[config.mk]
export PLATFORM = sky130hd
export DESIGN_NAME = regfile_wb_arbiter
export DESIGN_NICKNAME = d
export VERILOG_FILES = /design/src/rtl/regfile_wb_arbiter.sv
export SDC_FILE = /design/constraint.sdc
export NUM_CORES = 1
export LEC_CHECK = 0
export ABC_AREA = 1
export CORE_ASPECT_RATIO = 0.7
export CORE_UTILIZATION = 60
export CTS_CLUSTER_SIZE = 12
export DETAILED_ROUTE_END_ITERATION = 12
export PLACE_DENSITY_LB_ADDON = 0.15
export SETUP_SLACK_MARGIN = 0.15
export SYNTH_ARGS = -nofsm -noshare
export SYNTH_HDL_FRONTEND = slang
export SYNTH_SLANG_ARGS = --single-unit
[constraint.sdc]
create_clock -name CLK -period 4.19 [get_ports CLK]
set_input_delay 0.838 -clock CLK [delete_from_list [all_inputs] [get_ports CLK]]
set_output_delay 0.838 -clock CLK [all_outputs]
set_load 0.02 [all_outputs]
[src/rtl/regfile_wb_arbiter.sv]
// Register file writeback arbiter: merges in-order ALU results with out-of-band load returns.
// Losing loads wait in a small FIFO. A starvation limit forces drains, and younger ALU writes kill stale queued loads.
module regfile_wb_arbiter #(
    parameter int DBITS        = 32,
    parameter int ABITS        = 4,
    parameter int QDEPTH       = 4,
    parameter int STARVE_LIMIT = 3
) (
    input  logic             CLK,
    input  logic             RSTN,
    input  logic             ALU_WE,
    input  logic [ABITS-1:0] ALU_WADDR,
    input  logic [DBITS-1:0] ALU_DIN,
    output logic             ALU_STALL,
    input  logic             LD_VALID,
    input  logic [ABITS-1:0] LD_WADDR,
    input  logic [DBITS-1:0] LD_DIN,
    output logic             LD_READY,
    output logic             EMPTY,
    output logic             WE,
    output logic [ABITS-1:0] WADDR,
    output logic [DBITS-1:0] DIN
);

    localparam int PW = $clog2(QDEPTH);
    localparam int CW = PW + 1;
    localparam int SW = $clog2(STARVE_LIMIT + 1);

    typedef enum logic [2:0] {
        SEL_IDLE,
        SEL_FORCED,
        SEL_ALU,
        SEL_POP,
        SEL_DIRECT
    } sel_e;

    logic [ABITS-1:0]  q_addr [QDEPTH];
    logic [DBITS-1:0]  q_data [QDEPTH];
    logic [QDEPTH-1:0] q_kill, kill_next;
    logic [PW-1:0]     rd_ptr, wr_ptr;
    logic [CW-1:0]     count;
    logic [SW-1:0]     starve;

    sel_e sel;
    logic pop, push, alu_issue, direct;

    assign EMPTY     = (count == '0);
    assign LD_READY  = (count < CW'(QDEPTH));
    assign ALU_STALL = (starve == SW'(STARVE_LIMIT));

    // NOTE: every always_comb output gets a default first so no path leaves it unassigned (no latch).
    always_comb begin
        sel = SEL_IDLE;
        if (ALU_STALL && !EMPTY)  sel = SEL_FORCED;
        else if (ALU_WE)          sel = SEL_ALU;
        else if (!EMPTY)          sel = SEL_POP;
        else if (LD_VALID)        sel = SEL_DIRECT;

        pop       = (sel == SEL_FORCED) || (sel == SEL_POP);
        alu_issue = (sel == SEL_ALU);
        direct    = (sel == SEL_DIRECT);
        push      = LD_VALID && LD_READY && !direct;
    end

    // An issued ALU write kills every live queued load aimed at the same register; the
    // load being pushed this cycle is younger and lands with a clear kill bit.
    always_comb begin
        logic [PW-1:0] offset;
        kill_next = q_kill;
        for (int i = 0; i < QDEPTH; i++) begin
            offset = PW'(i) - rd_ptr;
            if (alu_issue && ({1'b0, offset} < count) && (q_addr[i] == ALU_WADDR))
                kill_next[i] = 1'b1;
        end
        if (push)
            kill_next[wr_ptr] = 1'b0;
    end

    // NOTE: sequential state uses non-blocking assignments so all registers update together at the edge.
    always_ff @(posedge CLK or negedge RSTN) begin
        if (!RSTN) begin
            rd_ptr <= '0;
            wr_ptr <= '0;
            count  <= '0;
            starve <= '0;
            q_kill <= '0;
        end else begin
            if (push) wr_ptr <= wr_ptr + 1'b1;
            if (pop)  rd_ptr <= rd_ptr + 1'b1;
            case ({push, pop})
                2'b10:   count <= count + 1'b1;
                2'b01:   count <= count - 1'b1;
                default: count <= count;
            endcase
            if (EMPTY || pop)  starve <= '0;
            else if (!ALU_STALL) starve <= starve + 1'b1;
            q_kill <= kill_next;
        end
    end

    // NOTE: the payload storage is not reset. Reset clears count and kill bits, and entries are written before they are read.
    always_ff @(posedge CLK) begin
        if (push) begin
            q_addr[wr_ptr] <= LD_WADDR;
            q_data[wr_ptr] <= LD_DIN;
        end
    end

    always_ff @(posedge CLK or negedge RSTN) begin
        if (!RSTN) begin
            WE    <= 1'b0;
            WADDR <= '0;
            DIN   <= '0;
        end else begin
            WE <= 1'b0;
            case (sel)
                SEL_ALU: begin
                    WE    <= 1'b1;
                    WADDR <= ALU_WADDR;
                    DIN   <= ALU_DIN;
                end
                SEL_FORCED, SEL_POP: begin
                    if (!q_kill[rd_ptr]) begin
                        WE    <= 1'b1;
                        WADDR <= q_addr[rd_ptr];
                        DIN   <= q_data[rd_ptr];
                    end
                end
                SEL_DIRECT: begin
                    WE    <= 1'b1;
                    WADDR <= LD_WADDR;
                    DIN   <= LD_DIN;
                end
                default: ;
            endcase
        end
    end

endmodule
==> summary.md <==
| Metric | Value |
|---|---|
| Result of the run | `finished, final reports clean` |
| Multi-input gate area | `approximately 3000 sq um` |
| Sum of negative setup slack | `0 ps` |
| Wire length of the first global-routing pass | `~35,000 microns` |
| Achievable Freq | `314.5 MHz` |
| H-tree depth reported by CTS | `4` |
| GPL Wtd Cong | `about 0.8` |
| Detail-routed via count per cell | `about 5.5` |
| Initial core utilization | `62.97%` |
| Count of maximum capacitance violations | `0` |
| Class of the worst hold path | `in2async` |
| Final Hold Violating Endpoints | `0` |
| Most frequent standard cell in the layout excluding fill and tap cells | `sky130_fd_sc_hd__nand2_1` |
| Synthesized instance count | `around 950` |
| FF-to-FF setup slack | `1430 ps` |
| Arrival time of the worst setup path | `around 3500 ps` |
| Post_cts resized | `0` |
| Die Wd | `about 150 microns` |
| Minimum clock period after layout | `between 3000 and 4000 ps` |
| Slew Limit Headroom | `50.52%` |
| Diodes inserted | `0` |
| Final net count | `approximately 1,100` |
| Number of global-route vias before repair | `approximately 6,700` |
| Post-synth cell types | `27` |
| Slew Limit Fails | `0` |
| Leakage Power | `roughly 4.7 nW` |
| Buffers inserted during post-CTS setup optimization | `0` |
| Clock latency on the worst-skew pair | `between 400 and 500 ps` |
| Avg WL per Cell | `about 17 microns` |
| Number of antenna violations at the first check in global routing | `0` |
| Post-detailed-placement half-perimeter wirelength | `approximately 13,000 microns` |
| Total of endpoints with negative setup slack in the final report | `0` |
| Detailed Route Iter0 Violations | `544` |
| Deepest clock path buffer count | `2` |
| Overall routed net length | `21,350 microns` |
| Number of vias after detailed routing | `slightly below 7,000` |
| Element type at the critical path start | `primary input` |
| Area Growth Syn to Fin | `20.12%` |
| Gr usage total | `a little under 30%` |
| RSZ-0062 raised after global routing | `false` |
| Number of top-level pins | `between 100 and 150` |
| Area of the core | `between 10,000 and 15,000 sq um` |
| Critical setup path kind | `in2reg` |
| Port bufs | `115` |
| CTS Buf Count | `17` |
| Number of clock sinks | `between 150 and 200` |
| Kind of capture point of the worst setup path | `register` |
| Syn Area/Cell | `9.404 sq um` |
| Number of warnings reported in the yosys synthesis log | `0` |
| Setup ws final | `between 1000 and 1500 ps` |
| Cell area after synthesis | `between 8000 and 9000 sq um` |
| Crit-path max FO | `37` |
| Library cell used as clock root buffer | `sky130_fd_sc_hd__clkbuf_16` |
| Power per Cell Area | `approximately 700 nW/um^2` |
| Number of design rule violations left after detail routing | `0` |
| Final cycle utilization of the critical path | `between 70% and 80%` |
| DRT antenna net count | `0` |
| TritonCTS clock tree | `built` |
| Filler Cell Count | `1,008` |
| Fraction of layout instances using a drive strength above 1 | `under 10%` |
| Transition time at the pin with the least slew margin | `741.1 ps` |
| GRT overflow | `0` |
| Area of the die | `about 15,000 sq um` |
| Pin count of the biggest net entering global routing | `65` |
| Total number of placement rows | `36` |
| Die span in y | `104.3 microns` |
| Sequential element share of the synthesized area | `slightly above 60%` |
| Nets in the synthesized netlist | `about 1,000` |
| Worst clock skew on the final layout | `between 15 and 20 ps` |
| Drt pass-1 iters | `5` |
| Synthesis-stage register bit count | `slightly below 200` |
| Commonest non-fill, non-tap cells in the layout | `502 x sky130_fd_sc_hd__nand2_1, 144 x sky130_fd_sc_hd__edfxtp_1, 114 x sky130_fd_sc_hd__clkdlybuf4s50_1` |
| Post-CTS clock slew at the launch and capture registers of the worst setup and hold paths | `80 ps` |
| FF+latch area | `approximately 5600 sq um` |
| Worst setup timing slack at the placement stage | `between 600 and 700 ps` |
| Data required time at the worst endpoint | `~4500 ps` |
| Max rail drop VDD | `about 0.45 mV` |
| Hold-fix buffers, CTS | `0` |
cells in the mapped netlist:
| cell | instances | area [sq um] |
|---|---|---|
| sky130_fd_sc_hd__a21oi_1 | 6 | 30.03 |
| sky130_fd_sc_hd__buf_1 | 2 | 7.510 |
| sky130_fd_sc_hd__buf_2 | 28 | 140.1 |
| sky130_fd_sc_hd__buf_4 | 9 | 67.56 |
| sky130_fd_sc_hd__buf_6 | 5 | 56.30 |
| sky130_fd_sc_hd__clkbuf_1 | 10 | 37.54 |
| sky130_fd_sc_hd__dfrtp_1 | 50 | 1251 |
| sky130_fd_sc_hd__edfxtp_1 | 144 | 4324 |
| sky130_fd_sc_hd__fa_1 | 1 | 20.02 |
| sky130_fd_sc_hd__ha_1 | 10 | 125.1 |
| sky130_fd_sc_hd__inv_1 | 19 | 71.32 |
| sky130_fd_sc_hd__inv_2 | 3 | 11.26 |
| sky130_fd_sc_hd__inv_4 | 1 | 6.260 |
| sky130_fd_sc_hd__nand2_1 | 502 | 1884 |
| sky130_fd_sc_hd__nand2_2 | 4 | 25.02 |
| sky130_fd_sc_hd__nand2_4 | 1 | 11.26 |
| sky130_fd_sc_hd__nand3_1 | 111 | 555.5 |
| sky130_fd_sc_hd__nand3_2 | 2 | 20.02 |
| sky130_fd_sc_hd__nand3_4 | 1 | 17.52 |
| sky130_fd_sc_hd__nor2_1 | 15 | 56.30 |
| sky130_fd_sc_hd__nor2_4 | 1 | 11.26 |
| sky130_fd_sc_hd__nor2_8 | 1 | 20.02 |
| sky130_fd_sc_hd__nor3_1 | 1 | 5.000 |
| sky130_fd_sc_hd__nor3b_1 | 1 | 7.510 |
| sky130_fd_sc_hd__o21ai_0 | 5 | 25.02 |
| sky130_fd_sc_hd__xnor2_1 | 17 | 148.9 |
| sky130_fd_sc_hd__xor2_1 | 3 | 26.28 |
where the power goes:
part,switching [W],internal [W]
Clock,0.000757,0.000843
Sequential,0.000213,0.00252
Combinational,0.00201,0.00104
Total,0.00298,0.00440
stage by stage:
| stage | instances | hold WS [ps] | area [sq um] | util, % | power, W |
|---|---|---|---|---|---|
| 6_report | 1252 | 379.4 | 10770 | 75.63 | 0.007377 |
| 5_1_grt | 1252 | 385.9 | 10770 | 75.63 | 0.007868 |
| 4_1_cts | 1252 | 373.2 | 10770 | 75.63 | 0.007383 |
| 3_5_place_dp | 1220 | 454.9 | 10190 | 71.59 | 0.005779 |
| 3_3_place_gp | 1220 | 444.1 | 10190 | 71.59 | 0.005699 |
| 2_1_floorplan | 953 | 419.2 | 8962 | - | 0.004801 |
per-layer routing:
layer  global-route usage (%)  share of wire [%]  vias to the layer above
li1                         -                  -                     3286
met1                    41.74                 43                     3212
met2                    45.67                 46                      357
met3                    6.009                9.4                       30
met4                    10.97                1.6                        0
met5                        0                  0                        -
critical path, cell delays in order:
cell and delay [ps]:
sky130_fd_sc_hd__clkdlybuf4s50_1 550, sky130_fd_sc_hd__inv_1 80, sky130_fd_sc_hd__nand3_2 110, sky130_fd_sc_hd__buf_4 290, sky130_fd_sc_hd__inv_4 260, sky130_fd_sc_hd__nor2_8 590
sky130_fd_sc_hd__nand2_4 470, sky130_fd_sc_hd__nand2_1 200, sky130_fd_sc_hd__nand2_1 80
final cells by class:
| class | instances | area share [%] |
|---|---|---|
| clock buffers | 18 | 3.987 |
| clock inverters | 14 | 1.360 |
| inverters | 23 | 0.8252 |
| multi-input cells | 682 | 28.05 |
| flip-flops and latches | 194 | 51.81 |
| well taps | 190 | 2.208 |
| repair buffers | 131 | 11.76 |
sequential cells by signal, indices dropped and copies added, names as in the netlist:
register and flops:
WE 1, rd_ptr 2, count 3, starve 2
wr_ptr 2, q_kill 4, WADDR 4, q_addr 16
DIN 32, q_data 128
final timing paths:
path / cells past startpoint / end / start
setup / recovery: 9 / DIN[17]$_DFFE_PN0P_ / ALU_WE
setup reg to reg: 8 / DIN[17]$_DFFE_PN0P_ / count[0]$_DFFE_PN0P_
min in group CLK: 1 / starve[0]$_DFFE_PN0P_ / starve[0]$_DFFE_PN0P_
max in group asynchronous: 2 / rd_ptr[1]$_DFFE_PN0P_ / RSTN
hold / removal: 1 / DIN[26]$_DFFE_PN0P_ / RSTN
hold reg to reg: 1 / starve[0]$_DFFE_PN0P_ / starve[0]$_DFFE_PN0P_
logic make-up after synthesis:
kind of cell / synth area share, %
adders and majority gates: 1.619
xor gates and xnor gates: 1.955
DFF: 62.21
and+or+nand+nor: 29.16
buffers and inverters: 4.439
AOI/OAI and AO/OA: 0.6142
Power figures use the tool's default switching activity.
